### src/rtl/uart_tx_fifo_if.sv
// Bus bundle for uart_tx_fifo.
//   master : the producer side. It drives wr_data and wr_en, and it observes
//            full, empty, count, busy and tx.
//   slave  : the transmitter side. It receives wr_data and wr_en, and it drives
//            the status signals and the serial line.
// count is log2(FIFO_DEPTH)+1 bits wide, so it can hold the value FIFO_DEPTH.
interface uart_tx_fifo_if #(
    parameter int FIFO_DEPTH = 8
);
    localparam int CNT_W = $clog2(FIFO_DEPTH) + 1;

    logic [7:0]       wr_data;
    logic             wr_en;
    logic             full;
    logic             empty;
    logic [CNT_W-1:0] count;
    logic             busy;
    logic             tx;

    modport master (
        output wr_data, wr_en,
        input  full, empty, count, busy, tx
    );

    modport slave (
        input  wr_data, wr_en,
        output full, empty, count, busy, tx
    );
endinterface

### src/rtl/uart_tx_fifo.sv
// UART transmitter with a transmit FIFO in front of it. The frame format is
// 8N1, with the data bits sent LSB first.
// Ports:
//   clk   : system clock; all logic runs on its rising edge
//   reset : asynchronous, active-high reset
//   bus   : uart_tx_fifo_if.slave. It carries these signals:
//             wr_data / wr_en : enqueue one byte per cycle in which wr_en is high
//             full / empty    : FIFO status
//             count           : bytes waiting in the FIFO; the byte being
//                               shifted out is not counted
//             busy            : high whenever the FSM is not in IDLE
//             tx              : registered serial line, high when idle
//
// state | meaning
// IDLE  | line high, waiting for a byte in the FIFO
// START | start bit (0) on the line
// DATA  | data bit bit_q on the line
// STOP  | stop bit (1) on the line; at its end, chain into the next byte if
//       | one is queued
module uart_tx_fifo #(
    parameter int CLKS_PER_BIT = 10417,
    parameter int FIFO_DEPTH   = 8
) (
    input logic          clk,
    input logic          reset,
    uart_tx_fifo_if.slave bus
);
    localparam int AW = $clog2(FIFO_DEPTH);
    localparam int CW = AW + 1;
    localparam int BW = $clog2(CLKS_PER_BIT);
    localparam logic [BW-1:0] BAUD_LOAD = BW'(CLKS_PER_BIT - 1);
    localparam logic [CW-1:0] DEPTH_C   = CW'(FIFO_DEPTH);

    typedef enum logic [1:0] {IDLE, START, DATA, STOP} state_t;

    state_t        state_q, state_d;
    logic [7:0]    mem [FIFO_DEPTH];
    logic [AW-1:0] wr_ptr, rd_ptr;
    logic [CW-1:0] count_q;
    logic [7:0]    shift_q;
    logic [BW-1:0] baud_q, baud_d;
    logic [2:0]    bit_q, bit_d;
    logic          tx_q, tx_d;
    logic          pop;
    logic          wr_ok;
    logic          full, empty;

    // Status comes from the registered count only, so wr_en has no
    // combinational path to full, empty or count.
    assign full  = (count_q == DEPTH_C);
    assign empty = (count_q == '0);
    assign wr_ok = bus.wr_en && !full;

    assign bus.full  = full;
    assign bus.empty = empty;
    assign bus.count = count_q;
    assign bus.busy  = (state_q != IDLE);
    assign bus.tx    = tx_q;

    // The baud timer counts down from CLKS_PER_BIT-1. Each bit ends on the
    // cycle in which the timer reads zero.
    always_comb begin
        state_d = state_q;
        baud_d  = baud_q;
        bit_d   = bit_q;
        tx_d    = tx_q;
        pop     = 1'b0;
        case (state_q)
            IDLE: begin
                tx_d = 1'b1;
                if (!empty) begin
                    pop     = 1'b1;
                    state_d = START;
                    baud_d  = BAUD_LOAD;
                    tx_d    = 1'b0;
                end
            end
            START: begin
                if (baud_q == '0) begin
                    state_d = DATA;
                    bit_d   = 3'd0;
                    baud_d  = BAUD_LOAD;
                    tx_d    = shift_q[0];
                end else begin
                    baud_d = baud_q - BW'(1);
                end
            end
            DATA: begin
                if (baud_q == '0) begin
                    baud_d = BAUD_LOAD;
                    if (bit_q == 3'd7) begin
                        state_d = STOP;
                        tx_d    = 1'b1;
                    end else begin
                        bit_d = bit_q + 3'd1;
                        tx_d  = shift_q[bit_q + 3'd1];
                    end
                end else begin
                    baud_d = baud_q - BW'(1);
                end
            end
            STOP: begin
                if (baud_q == '0) begin
                    if (!empty) begin
                        pop     = 1'b1;
                        state_d = START;
                        baud_d  = BAUD_LOAD;
                        tx_d    = 1'b0;
                    end else begin
                        state_d = IDLE;
                        tx_d    = 1'b1;
                    end
                end else begin
                    baud_d = baud_q - BW'(1);
                end
            end
            default: begin
                state_d = IDLE;
                tx_d    = 1'b1;
            end
        endcase
    end

    always_ff @(posedge clk or posedge reset) begin
        if (reset) begin
            state_q <= IDLE;
            baud_q  <= '0;
            bit_q   <= 3'd0;
            tx_q    <= 1'b1;
        end else begin
            state_q <= state_d;
            baud_q  <= baud_d;
            bit_q   <= bit_d;
            tx_q    <= tx_d;
        end
    end

    // The byte is copied into shift_q when it is popped. A later write that
    // lands on the freed slot therefore cannot disturb the frame in flight.
    always_ff @(posedge clk or posedge reset) begin
        if (reset) begin
            wr_ptr  <= '0;
            rd_ptr  <= '0;
            count_q <= '0;
            shift_q <= 8'h00;
        end else begin
            if (wr_ok) wr_ptr <= wr_ptr + AW'(1);
            if (pop) begin
                rd_ptr  <= rd_ptr + AW'(1);
                shift_q <= mem[rd_ptr];
            end
            if (wr_ok && !pop)      count_q <= count_q + CW'(1);
            else if (!wr_ok && pop) count_q <= count_q - CW'(1);
        end
    end

    always_ff @(posedge clk) begin
        if (wr_ok) mem[wr_ptr] <= bus.wr_data;
    end
endmodule

### src/flat_wrapper.sv
// flat-port wrapper written by rule: the top's interface ports become plain ports
module uart_tx_fifo_flat 
#(
    parameter int CLKS_PER_BIT = 10417,
    parameter int FIFO_DEPTH   = 8
)
  (clk, reset, bus_wr_data, bus_wr_en, bus_full, bus_empty, bus_count, bus_busy, bus_tx);
  uart_tx_fifo_if #(.FIFO_DEPTH(FIFO_DEPTH)) bus_i ();
  input logic clk;
  input logic reset;
  input wire logic [$bits(bus_i.wr_data)-1:0] bus_wr_data;
  input wire logic [$bits(bus_i.wr_en)-1:0] bus_wr_en;
  output wire logic [$bits(bus_i.full)-1:0] bus_full;
  output wire logic [$bits(bus_i.empty)-1:0] bus_empty;
  output wire logic [$bits(bus_i.count)-1:0] bus_count;
  output wire logic [$bits(bus_i.busy)-1:0] bus_busy;
  output wire logic [$bits(bus_i.tx)-1:0] bus_tx;
  assign bus_i.wr_data = bus_wr_data;
  assign bus_i.wr_en = bus_wr_en;
  assign bus_full = bus_i.full;
  assign bus_empty = bus_i.empty;
  assign bus_count = bus_i.count;
  assign bus_busy = bus_i.busy;
  assign bus_tx = bus_i.tx;
  uart_tx_fifo #(.CLKS_PER_BIT(CLKS_PER_BIT), .FIFO_DEPTH(FIFO_DEPTH)) u_core (.clk(clk), .reset(reset), .bus(bus_i));
endmodule
### config.mk
export PLATFORM = sky130hd
export DESIGN_NAME = uart_tx_fifo_flat
export DESIGN_NICKNAME = d
export VERILOG_FILES = /design/src/rtl/uart_tx_fifo_if.sv /design/src/rtl/uart_tx_fifo.sv /design/src/flat_wrapper.sv
export SDC_FILE = /design/constraint.sdc
export NUM_CORES = 1
export LEC_CHECK = 0
export ABC_AREA = 1
export CORE_MARGIN = 3
export CORE_UTILIZATION = 61
export CTS_CLUSTER_SIZE = 25
export DETAILED_ROUTE_END_ITERATION = 16
export PLACE_DENSITY_LB_ADDON = 0.08
export RECOVER_POWER = 50
export SLEW_MARGIN = 20
export SYNTH_ARGS = -nofsm -noshare
export SYNTH_HDL_FRONTEND = slang
export SYNTH_SLANG_ARGS = --single-unit
export TNS_END_PERCENT = 100
### constraint.sdc
create_clock -name clk -period 3.18 [get_ports clk]
set_input_delay 0.477 -clock clk [delete_from_list [all_inputs] [get_ports clk]]
set_output_delay 0.477 -clock clk [all_outputs]
set_load 0.02 [all_outputs]
==> impl_metrics.toml, run 1 <==
[timing]
period_needed_ps = 2700
finalSetupViolations = 0
hold_viol = 0
post-route-period-util_pct = 85.0
rsz0062_at_grt = "no"
final.setup.tns_ps = 0
clock_skew_ps = 11.9
clock.fmax_ghz = 0.370
worst_pin_slew_ps = 2110
max-slew-margin-rel_pct = -40.7
drv_slew = 39
setup_slack_ps = 478

[synthesis]
ys_warn_count = 0
postSynthCellCount = 521
netlist_area_um2 = 4960
synth_top_area_cell = "edfxtp_1"
ys_types = 32
avgSynthCellArea_um2 = 9.52
yosys-top-cells-area = "edfxtp_1 39%, dfrtp_1 19%, nand2_1 8.3%, inv_1 5.5%, o21ai_0 4.8%"
syn-num-nets = 547
ys_ff_latch = 102
seq_area_frac_synth_pct = 58.0
synth_top_area_share_pct = 38.8

[placed_design]
dp_cells = 640
port-buffer-count = 18
dp_hpwl_mm = 6.67
post-place-ws_ps = 500
gp_congestion = 0.854

[setup_path]
rrSetupSlack_ps = 480
arrival_ps = 2960
worstPathRequired_ps = 3440
critPathKind = "flip-flop to flip-flop"
crit_slowest_cell = "dfrtp_1"
slowest_delay_ps = 390
path_cells = "inv_1 > ha_1 > nand3_1 > nor2_1 > nand2_4 > o21ai_4 > nand2_2 > ha_1 > inv_1 > ha_1 > a21oi_1 > nand2_1 > a21oi_1 > o21ai_0 > xnor2_1"
crit_top_cell = "ha_1"
path_delay_family = "adder cells"
cp_num_buf_inv = 2
cp-start-kind = "flip-flop"
critical_path.max_fanout = 10
crit_path_end_kind = "flip-flop"

[clock_network]
clk_path_buf_depth = 2
cts_root_buf = "clkbuf_8"
ctsHoldBuffers = 0
clk_latency_ps = 370
cts.sinks = 102
cts_tree = "yes"
cts_buffers = 9
cts_resized = 0
clk_pin_slew_ps = 100
cts_setup_buffers = 0
htreeDepth = 3

[layout]
layout_common_cells = "110 x nand2_1, 73 x inv_1, 64 x edfxtp_1"
final_cells = 656
finalNetCount = 575
syn_to_final_growth_pct = 10.5
final_core_util_pct = 70.2
drive_gt1_share_pct = 8.30
final_common_cell = "nand2_1"
n_antenna_cell = 0
n_fill_cell = 621

[job]
drv_cap = 1

[routing]
drc_errors = 0
wire_per_inst_um = 14.7
postRouteAntennaNets = 0
wirelength_mm = 9.65
drt-initial-drc-count = 157
dr.pass1.iters = 4
routed_via_density = 5.35
vias = 3512

[pwr]
power.static_leakage_nw = 2.45
ir_drop_mv = 0.466
finalPower_w = 0.00300
p_per_area_nw_per_um2 = 547

[worst_hold_path]
hp-class = "flip-flop to flip-flop"

[floorplan]
core_region_area_um2 = 7810
die_h_um = 96.2
die_w_um = 96.2
num_rows = 32
dieArea_um2 = 9250
start_util_pct = 63.5
pin_count = 19

[global_route]
grtUsageTotal_pct = 22.4
grt_pass1_wl_mm = 15.6
antenna_found_initial = 0
grt_max_degree = 68
grt-ovfl-total = 0
first_global_vias = 3236

[run_status]
status = "finished, violations left"
violations = "capacitance limit, slew limit"
-- sequential cells by signal (all words and copies together) (netlist names) --
signal            cells
u_core.rd_ptr         3
u_core.bus.count      4
u_core.bit_q          3
u_core.shift_q        8
u_core.baud_q        14
u_core.mem           64
u_core.bus.tx         1
u_core.wr_ptr         3
u_core.state_q        2
-- where the power goes --
| part | internal, W | total, W | switching (W) |
|---|---|---|---|
| logic | 0.000218 | 0.000554 | 0.000336 |
| clock network | 0.000307 | 0.000784 | 0.000476 |
| registers | 0.00158 | 0.00166 | 0.0000760 |
| total | 0.00211 | 0.00300 | 0.000889 |
-- layout make-up --
class,count,area (µm²),area share [%]
clock inverters,6,62.6,1.14
well taps,102,128,2.33
flip-flops and latches,102,2870,52.5
multi-input cells,330,1730,31.6
repair buffers,31,274,5.00
inverters,75,282,5.14
clock buffers,10,128,2.33
-- Yosys cell counts --
cell	instances
o211ai_1	8
o31ai_1	3
a21oi_1	35
nor2_4	2
nand2_4	1
o21ai_4	1
xnor2_1	4
or2_2	1
o2111ai_1	1
nor3_1	1
nand3b_1	3
buf_2	4
clkinv_1	1
o21ai_2	9
nand4_1	4
nor2_1	41
inv_2	1
inv_1	73
o21ai_0	48
nand3_1	36
fa_1	1
mux2_2	1
edfxtp_1	64
buf_6	2
dfstp_2	1
nand2_1	110
dfrtp_1	37
buf_1	1
xor2_1	4
ha_1	14
nand2_2	2
clkbuf_1	7
-- per-stage QoR --
stage	area, µm²	hold slack [ps]
detailed placement	5290	470
global route	5480	500
CTS	5480	486
finish	5480	480
floorplan	4960	429
global placement	5290	449
-- kinds of logic after synthesis --
kind of cell | synth area share, %
adders and majority gates | 3.94
AOI/OAI and AO/OA | 12.1
buffers and inverters | 7.14
DFF | 58.0
xor gates and xnor gates | 1.41
and+or+nand+nor | 17.2
muxes | 0.227
-- routing by layer --
metal / part of all wire, % / vias up / track usage [%]
met3: 3.8 / 16 / 5.08
met4: 2.0 / 0 / 6.99
met2: 51 / 66 / 38.6
met5: 0 / - / 0
met1: 43 / 1648 / 27.9
li1: - / 1782 / -
-- final timing paths --
path | startpoint | end | cells past startpoint
min reg2reg | u_core.baud_q[0] | u_core.baud_q[0] | 1
max | u_core.baud_q[0] | u_core.bus.count[3] | 15
max in group asynchronous | reset | u_core.baud_q[0] | 3
min | u_core.baud_q[0] | u_core.baud_q[0] | 1
max reg2reg | u_core.baud_q[0] | u_core.bus.count[3] | 15
min in group asynchronous | reset | u_core.baud_q[8] | 3
No activity file was read; power rests on OpenSTA's default activity.
==> run 2: changes to the inputs <==
clock period = 2.7 ns   (was 3.18 ns; I/O delays follow)
==> run 2 against run 1 <==
The flow now finishes without violations. Flip-flop and latch count stayed put. Clock skew increased by 1.2 ps. Sequential share of layout area is 0.91 points lower. Combinational power up 24%. Sequential power is 18% higher. Die area is the same. Worst hold slack improved by 12 ps.
==> impl_metrics.toml, run 2 (synthesis results as in run 1) <==
[timing]
finalSetupViolations = 0
final.setup.tns_ps = 0
hold_slack_ps = 492
drv_slew = 0
max-slew-margin-rel_pct = 12.8
rsz0062_at_grt = "no"
worst_pin_slew_ps = 1310
hold_viol = 0
post-route-period-util_pct = 93.1
clock.fmax_ghz = 0.398
clock_skew_ps = 13.1
period_needed_ps = 2510

[routing]
wirelength_mm = 10.0
drc_errors = 0
routed_via_density = 5.49
postRouteAntennaNets = 0
wire_per_inst_um = 15.2
vias = 3625
dr.pass1.iters = 4
drt-initial-drc-count = 168

[global_route]
grt_max_degree = 68
grtUsageTotal_pct = 23.5
grt-ovfl-total = 0
grt_pass1_wl_mm = 16.4
antenna_found_initial = 0
first_global_vias = 3457

[placed_design]
dp_cells = 644
dp_hpwl_mm = 6.89
gp_congestion = 0.891
port-buffer-count = 18

[layout]
n_antenna_cell = 0
layout_common_cells = "110 x nand2_1, 70 x inv_1, 64 x edfxtp_1"
top_register = "u_core.mem"
final_core_util_pct = 71.4
top_regs = "u_core.mem: 64 flops, u_core.baud_q: 14 flops, u_core.shift_q: 8 flops"
drive_gt1_share_pct = 10.4
final_common_cell = "nand2_1"
finalNetCount = 579
syn_to_final_growth_pct = 12.4
largest_reg_flops = 64
final_cells = 660

[floorplan]
die_h_um = 96.2
core_region_area_um2 = 7810
dieArea_um2 = 9250
pin_count = 19
start_util_pct = 63.5
num_rows = 32
die_w_um = 96.2

[worst_hold_path]
hp-class = "flip-flop to flip-flop"

[pwr]
p_per_area_nw_per_um2 = 659
power.static_leakage_nw = 2.48
ir_drop_mv = 0.590

[setup_path]
critPathKind = "flip-flop to flip-flop"
crit_path_end_kind = "flip-flop"
worstPathRequired_ps = 2950
cp-start-kind = "flip-flop"
arrival_ps = 2760
critical_path.max_fanout = 5

[clock_network]
cts_buffers = 9
cts_tree = "yes"
clk_latency_ps = 370
cts.sinks = 102
cts_root_buf = "clkbuf_8"
clk_pin_slew_ps = 110
ctsHoldBuffers = 0
clk_path_buf_depth = 2
htreeDepth = 3
cts_setup_buffers = 0

[job]
drv_cap = 0

[run_status]
status = "finished clean"
-- run 2: worst max-delay path, cell delays in order, from the launching register on --
cell and delay (ps):
dfrtp_1 410, inv_2 90, ha_1 160, nand3_1 140
nor2_4 190, nand2_4 70, o21ai_4 150, nand2_2 80
ha_1 190, inv_2 130, ha_4 230, a21oi_2 110
nand2_1 90, a21oi_2 130, o21ai_1 100, xnor2_1 130
-- run 2: final timing paths --
kind                                       start                   to  slack, ps  cells past startpoint
worst max-delay path            u_core.baud_q[0]  u_core.bus.count[3]        190                     15
worst min-delay path               u_core.bus.tx        u_core.bus.tx        490                      2
max in group asynchronous                  reset     u_core.rd_ptr[1]        560                      3
worst min register to register     u_core.bus.tx        u_core.bus.tx        490                      2
min in group asynchronous                  reset     u_core.baud_q[4]        520                      2
worst max register to register  u_core.baud_q[0]  u_core.bus.count[3]        190                     15
-- run 2: through the flow --
| step | cell area [µm²] | setup slack [ps] | power (W) |
|---|---|---|---|
| after floorplan | 4960 | 111 | 0.00236 |
| after global placement | 5350 | 225 | 0.00263 |
| after detailed placement | 5350 | 38.5 | 0.00265 |
| after CTS | 5570 | 7.61 | 0.00367 |
| after global routing | 5570 | 28.0 | 0.00385 |
| final | 5570 | 186 | 0.00367 |
-- run 2: cell type report --
cell class                      count  area (µm²)
Inverter                           75         282
Clock inverter                      7        92.6
Fill cell                         588        2230
Timing Repair Buffer               35         317
Sequential cell                   102        2870
Tap cell                          102         128
Clock buffer                        9         124
Multi-Input combinational cell    330        1760
-- run 2: what timing repair did --
item / in CTS / in global routing
pin swaps: 0 / 1
cloned: 0 / 0
resized for setup: 1 / 8
endpoints found under the setup margin: 1 / 1
-- run 2: where the power goes --
| group | switching, W | leakage (nW) | internal (W) |
|---|---|---|---|
| registers | 0.0000952 | 1.05 | 0.00186 |
| clock network | 0.000574 | 0.103 | 0.000453 |
| logic | 0.000405 | 1.33 | 0.000280 |
-- run 2: layer usage --
layer / share of wire [%] / vias to the layer above / GRT usage (%) / routed length, µm
met2: 51 / 73 / 41.5 / 5080
li1: - / 1795 / - / -
met4: 2.3 / 0 / 7.11 / 233
met1: 43 / 1735 / 28.7 / 4320
met3: 3.8 / 22 / 5.00 / 379
met5: 0 / - / 0 / 0
==> run 3: changes to the inputs <==
ABC_CLOCK_PERIOD_IN_PS = 2700   (was default)
CORE_UTILIZATION = 63   (was 61)
CTS_BUF_LIST = sky130_fd_sc_hd__clkbuf_8   (was default)
RECOVER_POWER = default   (was 50)
==> run 3 against run 2 <==
Global-route usage rose by 0.66 points. Critical path depth is the same. Sequential power hardly changed. Total power down 3.1%. Routed wire length decreased by 0.72%. Via count grew 1.3%. Non-clock buffer count increased by 1. Worst hold slack worse by 12 ps. Clock skew down 3.3 ps. Critical endpoint unchanged. Largest cell class unchanged. Highest routed layer unchanged.
==> impl_metrics.toml, run 3 (synthesis results as in run 1) <==
[global_route]
grt_max_degree = 39
antenna_found_initial = 0
grtUsageTotal_pct = 24.1
grt-ovfl-total = 0
first_global_vias = 3541
grt_pass1_wl_mm = 16.5

[clock_network]
clk_latency_ps = 370
clk_pin_slew_ps = 100
cts_buffers = 9
htreeDepth = 3
ctsHoldBuffers = 0
cts.sinks = 102
cts_root_buf = "clkbuf_8"
clk_path_buf_depth = 2
cts_tree = "yes"

[timing]
hold_viol = 0
final.setup.tns_ps = 0
drv_slew = 0
max-slew-margin-rel_pct = 66.7
clock_skew_ps = 9.74
period_needed_ps = 2480
worst_pin_slew_ps = 499
finalSetupViolations = 0
clock.fmax_ghz = 0.404
rsz0062_at_grt = "no"
post-route-period-util_pct = 91.7

[layout]
finalNetCount = 580
top_regs = "u_core.mem: 64 flops, u_core.baud_q: 14 flops, u_core.shift_q: 8 flops"
largest_reg_flops = 64
drive_gt1_share_pct = 10.2
top_register = "u_core.mem"
post-route-cell-area_um2 = 5530
layout_common_cells = "110 x nand2_1, 72 x inv_1, 64 x edfxtp_1"
n_fill_cell = 509
final_cells = 658
final_common_cell = "nand2_1"
syn_to_final_growth_pct = 11.6
n_antenna_cell = 0

[pwr]
ir_drop_mv = 0.471
p_per_area_nw_per_um2 = 643
finalPower_w = 0.00356
power.static_leakage_nw = 2.48

[placed_design]
gp_congestion = 0.893
dp_hpwl_mm = 6.81
place_area_um2 = 5330
port-buffer-count = 18
dp_cells = 642

[routing]
routed.top_layer = "met4"
wl_met3_um = 509
wl_met2_mm = 5.06
drc_errors = 0
drt-initial-drc-count = 260
postRouteAntennaNets = 0
wirelength_mm = 9.94
vias = 3671
routed_via_density = 5.58
dr.pass1.iters = 5
wl_met1_mm = 4.17
wire_per_inst_um = 15.1

[floorplan]
dieArea_um2 = 8970
die_w_um = 94.7
pin_count = 19
core_region_area_um2 = 7450
start_util_pct = 66.6
die_h_um = 94.7
num_rows = 31

[setup_path]
path_delay_family = "adder cells"
critPathKind = "flip-flop to flip-flop"
arrival_ps = 2740
rr_worst_depth = 15
worstPathRequired_ps = 2960
worst-path-stages = 15
crit_slowest_cell = "dfrtp_1"
critical_path.max_fanout = 5
cp_num_buf_inv = 2
crit_path_end_kind = "flip-flop"
cp-start-kind = "flip-flop"
path_cells = "inv_2 > ha_1 > nand3_1 > nor2_2 > nand2_4 > o21ai_4 > nand2_2 > ha_1 > inv_2 > ha_4 > a21oi_2 > nand2_1 > a21oi_1 > o21ai_0 > xnor2_1"
slowest_delay_ps = 400

[worst_hold_path]
hp-class = "input pin to async pin"

[job]
drv_cap = 0

[run_status]
status = "finished clean"
==> run 3: cell count changes in the layout (fill, tap and decap cells not counted), sizes merged <==
| cell | change |
|---|---|
| dlygate4sd3 | -9 |
| bufinv | -1 |
| buf | +2 |
| clkinvlp | -2 |
| clkbuf | -1 |
| clkinv | +1 |
| clkdlybuf4s50 | +9 |
| inv | +2 |
==> run 3: final cells by class <==
class,count,area (µm²),share of cell area (%)
Timing Repair Buffer,36,315,5.70
Clock buffer,9,124,2.24
Tap cell,99,124,2.24
Sequential cell,102,2870,52.0
Clock inverter,7,63.8,1.15
Inverter,75,282,5.09
Multi-Input combinational cell,330,1750,31.6
==> run 3: path summary, 6_finish.rpt <==
path | startpoint | to | slack [ps]
worst max-delay path | u_core.baud_q[0] | u_core.bus.count[3] | 220
worst min-delay path | reset | u_core.baud_q[7] | 480
worst max register to register | u_core.baud_q[0] | u_core.bus.count[3] | 220
worst min register to register | u_core.shift_q[6] | u_core.shift_q[6] | 490
max in group asynchronous | reset | u_core.bus.tx | 1850
min in group clk | u_core.shift_q[6] | u_core.shift_q[6] | 490
==> run 3: stage by stage <==
step / utilization (%) / hold WS (ps) / setup WS (ps)
2_1_floorplan: - / 429 / 111
3_3_place_gp: 71.5 / 446 / 225
3_5_place_dp: 71.5 / 463 / 83.5
4_1_cts: 74.0 / 476 / 70.9
5_1_grt: 74.3 / 514 / 5.69
6_report: 74.3 / 480 / 223
==> run 3: metal layers <==
layer / global-route usage [%] / vias up
met5: 0 / -
li1: - / 1798
met2: 41.3 / 97
met1: 29.9 / 1751
met3: 5.34 / 25
met4: 9.38 / 0
==> run 3: timing repair <==
item	in CTS	in global routing
resized for setup	0	5
hold endpoints to repair	0	0
setup buffers	0	0
endpoints found under the setup margin	0	1
==> run 3: worst reg2reg max path: cells and delay by family, from the launching register on <==
| kind | cells | cell delay [ps] |
|---|---|---|
| AO/OA/AOI/OAI | 4 | 530 |
| XOR/XNOR | 1 | 130 |
| adder cells (fa/ha/maj) | 3 | 590 |
| buffers and inverters | 2 | 190 |
| flip-flops | 1 | 400 |
| AND/OR/NAND/NOR | 5 | 550 |
==> run 3: report_power, final <==
group          leakage (nW)  switching, W  internal (W)
registers              1.05     0.0000988       0.00186
clock network        0.0992      0.000558      0.000355
logic                  1.33      0.000402      0.000279
total                  2.48       0.00106       0.00250
